[src/rtl/reg_rename_file_pkg.sv]
// Shared widths and helpers for the architectural register file with rename tags.
// Widths are provided here as localparams rather than in a separate define.v.
package reg_rename_file_pkg;

  localparam int DATALEN  = 32;
  localparam int REGINDEX = 5;
  localparam int ROBINDEX = 4;
  localparam int REGSIZE  = 32;

  // True when a request targets a real register; x0 absorbs every write.
  function automatic logic targets_reg(input logic                v,
                                       input logic [REGINDEX-1:0] rd);
    return v && (rd != {REGINDEX{1'b0}});
  endfunction

endpackage

[src/rtl/reg_rename_file.sv]
// Architectural register file with per-register ROB rename tags: takes ROB commits,
// decoder renames and mispredict flushes, and serves two combinational source lookups.
module reg_rename_file
  import reg_rename_file_pkg::*;
#(
  parameter int XLEN      = DATALEN,
  parameter int REG_NUM   = REGSIZE,
  parameter int ROB_IDX_W = ROBINDEX
) (
  input  logic                 clk,
  input  logic                 rst,
  input  logic                 rdy,
  input  logic                 commit_valid,
  input  logic [4:0]           commit_rd,
  input  logic [XLEN-1:0]      commit_value,
  input  logic [ROB_IDX_W-1:0] commit_rename,
  input  logic                 issue_valid,
  input  logic [4:0]           issue_rd,
  input  logic [ROB_IDX_W-1:0] issue_rename,
  input  logic [4:0]           rs1_index,
  input  logic [4:0]           rs2_index,
  output logic                 rs1_busy,
  output logic [ROB_IDX_W-1:0] rs1_rename,
  output logic [XLEN-1:0]      rs1_value,
  output logic                 rs2_busy,
  output logic [ROB_IDX_W-1:0] rs2_rename,
  output logic [XLEN-1:0]      rs2_value,
  input  logic                 jump_wrong
);

  typedef struct packed {
    logic                 busy;
    logic [ROB_IDX_W-1:0] rename;
    logic [XLEN-1:0]      value;
  } lookup_t;

  logic [XLEN-1:0]      value_q [REG_NUM];
  logic [XLEN-1:0]      value_d [REG_NUM];
  logic                 busy_q  [REG_NUM];
  logic                 busy_d  [REG_NUM];
  logic [ROB_IDX_W-1:0] tag_q   [REG_NUM];
  logic [ROB_IDX_W-1:0] tag_d   [REG_NUM];

  logic    commit_en_s;
  logic    issue_en_s;
  lookup_t rs1_s;
  lookup_t rs2_s;

  // A committing instruction completes its own pending rename only if it is still the
  // newest writer of that register; bypassing it lets the decoder skip one cycle of waiting.
  function automatic lookup_t lookup(input logic [4:0]           idx,
                                     input logic                 e_busy,
                                     input logic [ROB_IDX_W-1:0] e_tag,
                                     input logic [XLEN-1:0]      e_value,
                                     input logic                 c_valid,
                                     input logic [4:0]           c_rd,
                                     input logic [XLEN-1:0]      c_value,
                                     input logic [ROB_IDX_W-1:0] c_rename);
    lookup_t r;
    r = '0;
    if (idx == 5'd0) begin
      r = '0;
    end else if (c_valid && (c_rd == idx) && e_busy && (e_tag == c_rename)) begin
      r.busy   = 1'b0;
      r.rename = {ROB_IDX_W{1'b0}};
      r.value  = c_value;
    end else begin
      r.busy   = e_busy;
      r.rename = e_busy ? e_tag : {ROB_IDX_W{1'b0}};
      r.value  = e_value;
    end
    return r;
  endfunction

  assign commit_en_s = rdy && targets_reg(commit_valid, commit_rd);
  assign issue_en_s  = rdy && !jump_wrong && targets_reg(issue_valid, issue_rd);

  // Source lookups: pre-edge state plus commit bypass, never the same-cycle issue.
  always_comb begin
    rs1_s = lookup(rs1_index, busy_q[rs1_index], tag_q[rs1_index], value_q[rs1_index],
                   commit_valid, commit_rd, commit_value, commit_rename);
    rs2_s = lookup(rs2_index, busy_q[rs2_index], tag_q[rs2_index], value_q[rs2_index],
                   commit_valid, commit_rd, commit_value, commit_rename);
  end

  assign rs1_busy   = rs1_s.busy;
  assign rs1_rename = rs1_s.rename;
  assign rs1_value  = rs1_s.value;
  assign rs2_busy   = rs2_s.busy;
  assign rs2_rename = rs2_s.rename;
  assign rs2_value  = rs2_s.value;

  // Next state: commit writes value, flush clears renames, issue renames (wins over commit).
  always_comb begin
    for (int i = 0; i < REG_NUM; i++) begin
      value_d[i] = value_q[i];
      busy_d[i]  = busy_q[i];
      tag_d[i]   = tag_q[i];
    end
    if (commit_en_s) begin
      value_d[commit_rd] = commit_value;
      if (tag_q[commit_rd] == commit_rename) begin
        busy_d[commit_rd] = 1'b0;
      end else begin
        busy_d[commit_rd] = busy_q[commit_rd];
      end
    end else begin
      value_d[0] = {XLEN{1'b0}};
    end
    if (rdy && jump_wrong) begin
      for (int i = 0; i < REG_NUM; i++) begin
        busy_d[i] = 1'b0;
        tag_d[i]  = {ROB_IDX_W{1'b0}};
      end
    end else if (issue_en_s) begin
      busy_d[issue_rd] = 1'b1;
      tag_d[issue_rd]  = issue_rename;
    end else begin
      busy_d[0] = 1'b0;
    end
  end

  // State registers; rdy gating is folded into the next-state logic.
  always_ff @(posedge clk) begin
    if (rst) begin
      for (int i = 0; i < REG_NUM; i++) begin
        value_q[i] <= {XLEN{1'b0}};
        busy_q[i]  <= 1'b0;
        tag_q[i]   <= {ROB_IDX_W{1'b0}};
      end
    end else begin
      for (int i = 0; i < REG_NUM; i++) begin
        value_q[i] <= value_d[i];
        busy_q[i]  <= busy_d[i];
        tag_q[i]   <= tag_d[i];
      end
    end
  end

endmodule

[config.mk]
export PLATFORM = sky130hd
export DESIGN_NAME = reg_rename_file
export DESIGN_NICKNAME = d
export VERILOG_FILES = /design/src/rtl/reg_rename_file_pkg.sv /design/src/rtl/reg_rename_file.sv
export SDC_FILE = /design/constraint.sdc
export NUM_CORES = 2
export LEC_CHECK = 0
export BUFFER_PORTS_ARGS = -buffer_cell sky130_fd_sc_hd__buf_4
export CORE_ASPECT_RATIO = 1.1
export CORE_MARGIN = 2
export CORE_UTILIZATION = 32
export CTS_CLUSTER_SIZE = 12
export DETAILED_ROUTE_END_ITERATION = 10
export GPL_TIMING_DRIVEN = 0
export HOLD_SLACK_MARGIN = 0.06
export PLACE_DENSITY = 0.46
export SLEW_MARGIN = 40
export SYNTH_ARGS = -nofsm -noshare
export SYNTH_HDL_FRONTEND = slang
export SYNTH_SLANG_ARGS = --single-unit
[constraint.sdc]
create_clock -name clk -period 9.85 [get_ports clk]
set_input_delay 1.97 -clock clk [delete_from_list [all_inputs] [get_ports clk]]
set_output_delay 1.97 -clock clk [all_outputs]
set_load 0.05 [all_outputs]
; ---- Yosys cells after proc, flatten, opt, wreduce, memory -nomap -nowiden
; Memory sizes are Yosys's and may differ from the RTL's.
; Cells that the tools add are included.
[op_classes]
order_cmp = 4
n_eq_ne = 5
muxes = 125
bitwise = 101
reduce_logical = 19
[ops]
columns = operator, count
row1 = two-way mux 32 bit, 37
row2 = bitwise mux 1024 bit, 1
row3 = two-way mux 992 bit, 1
row4 = two-way mux 128 bit, 2
row5 = demux 32 bit (select 5 bit), 1
row6 = two-way mux 37 bit, 4
row7 = two-way mux 4 bit, 35
row8 = bitwise mux 128 bit, 1
row9 = bitwise OR 1 bit, 96
row10 = two-way mux 1 bit, 38
row11 = AND 32 bit, 1
row12 = bitwise mux 32 bit, 1
row13 = NOT 32 bit, 1
row14 = bitwise OR 32 bit, 1
row15 = two-way mux 31 bit, 1
row16 = demux 4 bit (select 5 bit), 1
row17 = logical AND 1 bit, 14
row18 = == test 4 bit, 3
row19 = "greater-or-equal comparator 6 bit, second input constant", 2
row20 = "less-than comparator 6 x 1 -> 1 bit, second input constant", 2
row21 = NOT 5 -> 6 bit, 2
row22 = demux 1 bit (select 5 bit), 2
row23 = == test 5 bit, 2
row24 = logical NOT 5 bit, 2
row25 = 2 further kinds, 3
[word_totals]
reg_bits = 0
ramBits = 1184
in_bits = 66
out_inout_bits = 74
wordCells = 257
n_memories = 3
[mem_list]
columns = memory, words, word_bits, read_ports, rd_ports_with_merged_regs, write_ports, line
row1 = value_q, 32, 32, 34, 0, 32, reg_rename_file.sv:37  ; logic [XLEN-1:0] value_q [REG_NUM];
row2 = tag_q, 32, 4, 35, 0, 32, reg_rename_file.sv:41  ; logic [ROB_IDX_W-1:0] tag_q [REG_NUM];
row3 = busy_q, 32, 1, 35, 0, 32, reg_rename_file.sv:39  ; logic busy_q [REG_NUM];

; ---- Logic depth before layout (Yosys ltp)
[logic_depth]
word_depth = 13
ltp_mapped = 14
mapped_depth_nobuf = 7

; ---- Worst setup path after synthesis
; OpenSTA, ideal clock, no wires.
[synth_timing]
kind = input -> output
start = in rs2_index[1]
end = out rs2_rename[1]
t_arrival_ns = 5.286
t_required_ns = 7.880
slack_ns = 2.594
path_stages = 12
path_buffers = 5
path_cell_list = buf_4 > buf_4 > buf_6 > mux4_2 > a32o_1 > nor4_1 > o21ai_0 > nand4b_1 > a2111oi_2 > buf_6 > buf_6 > nor4_1
[synth_via]
elab_chain_len = 6
word_cells_on_any_way = 11
cone_classes = 2 x eq/ne / 3 x mux / 4 x reduce/logical / 2 x memory
[synth_lines]
columns = item, line
row1 = "start, declared", reg_rename_file.sv:21  ; input logic [4:0] rs2_index,
row2 = branches (longest 5 deep; another with memory read (32 x 4 bit)), -
row3 = two-way mux 37 bit *, reg_rename_file.sv:61  ; if (idx == 5'd0) begin
row4 = "end, declared", reg_rename_file.sv:26  ; output logic [ROB_IDX_W-1:0] rs2_rename,
; Mark *: on every way between the ends.

; ---- Worst setup path in the final report
[layout_timing]
start = in rs1_index[1]
end = out rs1_value[11]
[layout_via]
elab_chain_len = 6
word_cells_on_any_way = 11
cone_classes = 2 x eq/ne / 2 x mux / 4 x reduce/logical / 3 x memory
[layout_lines]
columns = item, line
row1 = "start, declared", reg_rename_file.sv:20  ; input logic [4:0] rs1_index,
row2 = branches (longest 5 deep; another with memory read (32 x 4 bit)), -
row3 = two-way mux 37 bit *, reg_rename_file.sv:61
row4 = "end, declared", reg_rename_file.sv:24  ; output logic [XLEN-1:0] rs1_value,
; Marks and branches as above.

==> impl_metrics.json <==
{
  "status": "finished, violations left",
  "violations": "negative setup slack",
  "min_path_cells": 2,
  "io_buffers": 93,
  "wl_per_cell_um": 37.8,
  "cts_resized": 0,
  "drt-total-wl_mm": 376,
  "drive_gt1_frac": 0.182,
  "layout_common_cells": "2261 x nand2_1, 1184 x dfxtp_1, 1075 x a21oi_1, 624 x mux4_2, 473 x clkbuf_1",
  "vias": 60600,
  "finalClockSkew_ps": 26.9,
  "min_period_ps": 9870,
  "vdd_ir_drop_max_uv": 175,
  "die_area_um2": 199000,
  "path_clk_slew_ps": 60,
  "dpl-instance-area_um2": 67400,
  "syn_area_per_cell_um2": 9.00,
  "fp.dieH_um": 468,
  "crit_family": "buffers and inverters",
  "finalCritPeriodShare": 1.00,
  "nNetsFinal": 7297,
  "clkPwrFrac": 0.467,
  "synth_cell_types": 62,
  "powerDensity_nw_per_um2": 161,
  "leakage_nw": 23.8,
  "yosys_warnings": 0,
  "fillers": 20200,
  "layout_commonest_cell": "nand2_1",
  "tightestPinTransition_ps": 1040,
  "io_pins": 140,
  "start_util": 0.321,
  "syn-num-nets": 7021,
  "relSlewSlack": 0.305,
  "rows": 170,
  "yosysSeqAreaShare": 0.378,
  "finalPower_mw": 11.6,
  "overflow": 0,
  "ant_nets": 0,
  "drt_iter0_markers": 7955,
  "dp.cells": 9661,
  "numCtsBuffers": 146,
  "path_depth": 13,
  "fin_cells": 9938,
  "setup_ws_ps": -19.9,
  "clock_latency_ps": 830,
  "synthArstFlopShare": 0,
  "p_switching_mw": 3.43,
  "p_int_mw": 8.21,
  "path_cells": "buf_2, buf_4, buf_4, buf_4, buf_2, buf_2, buf_2, mux4_2, nand2_1, a31oi_1, o21ai_0, mux2i_1, buf_4",
  "hold_buffers": 0,
  "detailedPlace.worstSlack_ps": 376,
  "sequentialPowerShare": 0.414,
  "cp_slowest_cell": "buf_2",
  "swShare": 0.295,
  "drv_cap": 0,
  "hold_path.class": "flip-flop to flip-flop",
  "cts_root_buffer": "clkbuf_16",
  "viasPerCell": 6.10,
  "path_buf_inv": 8,
  "grt_max_degree": 17,
  "drv_slew": 0,
  "synth_edf_count": 0,
  "grt_pass1_wl_mm": 494,
  "antenna_found_initial": 36,
  "grt_pass1_vias": 56100,
  "cp-start-kind": "primary input",
  "rsz0062_at_grt": "no",
  "grt_usage": 0.368,
  "synth-seq-cells": 1184,
  "finalSetupViolations": 1,
  "cp.required_ps": 7880,
  "end_kind": "output port",
  "drt_first_pass_iters": 8,
  "path_class": "primary input to output port",
  "critical-path-max-stage-delay_ps": 820,
  "clock_sinks": 1184,
  "power_frac_comb": 0.119,
  "syn-cell-area_um2": 62600,
  "ys_dominant_reg_cell": "dfxtp_1",
  "worst_ep_arrival_time_ps": 7900,
  "fmaxAchievable_ghz": 0.101,
  "dp_hpwl_mm": 290,
  "chipWidth_um": 426,
  "fin_area_um2": 72200,
  "hold_viol": 0,
  "core_um2": 195000,
  "drcViolationCount": 0,
  "ff2ff_path_depth": 8,
  "cts_setup_buffers": 0,
  "cts_tree": "built",
  "syn_to_final_growth_pct": 15.2,
  "htree_levels": 4,
  "cp_max_fo": 10,
  "syn_inst": 6955,
  "gp_congestion": 1.03,
  "cts.path.max_buffers": 3
}
routing by layer:
layer  up-vias  GRT usage  share of wire
met4        30      0.335           0.11
met1     30400      0.427           0.36
met3      1105     0.0920          0.094
met5         -    0.00604        0.00081
met2      3976      0.559           0.44
li1      25100          -              -
registers in the layout (all words and copies together) (netlist names):
signal and cells:
value_q 1024, tag_q 128, busy_q 32
area by class of cell:
class	instances	area (µm²)	area share
clock buffer	223	4300	0.0596
multi-input combinational	5030	35900	0.498
inverter	7	26.3	0.000364
antenna	20	50.0	0.000693
tap	2580	3230	0.0447
sequential	1184	23700	0.328
clock inverter	32	345	0.00479
buffer	734	3310	0.0459
timing repair buffer	128	1260	0.0175
worst reg2reg max path, cell delays in order (launching register included):
cell	delay (ps)
dfxtp_1	350
mux4_2	500
a22oi_1	580
nand4_1	200
xnor2_1	210
nand4_1	500
clkbuf_1	450
a22oi_1	260
a21oi_1	100
logic make-up after synthesis:
family / share of synthesized area
and+or+nand+nor: 0.168
muxes: 0.283
xor gates and xnor gates: 0.00224
AOI/OAI and AO/OA: 0.117
DFF: 0.378
buffers and inverters: 0.0508
metrics by stage:
| step | util | TNS [ps] | hold slack, ps |
|---|---|---|---|
| final | 0.370 | -19.9 | 466 |
| after global routing | 0.370 | 0 | 481 |
| after CTS | 0.370 | 0 | 463 |
| after detailed placement | 0.346 | 0 | 455 |
| after global placement | 0.342 | -335 | 448 |
| after floorplan | - | 0 | 443 |
cells in the mapped netlist, types with 4 or more instances:
master	n	area share
nand3b_1	11	0.0013
nor2b_1	8	0.00080
nand3_1	48	0.0038
nor3b_1	5	0.00060
inv_1	4	0.00024
and3b_1	4	0.00056
o22ai_1	16	0.0016
buf_2	91	0.0073
dfxtp_1	1184	0.38
a31oi_1	21	0.0021
a21oi_1	1075	0.086
o221ai_1	24	0.0034
o21ai_0	73	0.0058
a22oi_1	49	0.0059
a221oi_1	29	0.0041
nor2_1	211	0.013
nor4_1	7	0.00070
o211ai_1	47	0.0056
or3_1	10	0.0010
buf_1	44	0.0026
o32ai_1	5	0.00070
nor3_1	18	0.0014
and3_1	4	0.00040
buf_6	11	0.0020
clkbuf_2	15	0.0012
and2_1	38	0.0038
xnor2_1	8	0.0011
mux2i_1	333	0.053
nand4_1	9	0.00090
xor2_1	8	0.0011
clkbuf_1	527	0.032
nand2_1	2261	0.14
nand2b_1	5	0.00050
buf_4	44	0.0053
mux2_2	31	0.0056
mux4_2	624	0.22
or2_2	15	0.0015
power by group through the flow:
stage / registers (mW) / clock network, mW / logic (mW)
floorplan: 4.92 / 0 / 0.630
global placement: 4.92 / 0 / 1.29
detailed placement: 4.93 / 0 / 1.33
CTS: 4.82 / 5.46 / 1.33
global route: 4.82 / 5.64 / 1.37
finish: 4.82 / 5.44 / 1.38
path summary, 6_finish.rpt:
check | slack [ps] | startpoint | endpoint
min reg2reg | 470 | value_q[9][27]$_SDFFE_PP0P_ | value_q[9][27]$_SDFFE_PP0P_
max reg2reg | 6560 | tag_q[3][1]$_SDFFE_PP0P_ | busy_q[11]$_SDFF_PP0_
max | -20 | rs1_index[1] | rs1_value[11]
min | 470 | value_q[9][27]$_SDFFE_PP0P_ | value_q[9][27]$_SDFFE_PP0P_
(Power assumes the default switching activity.)
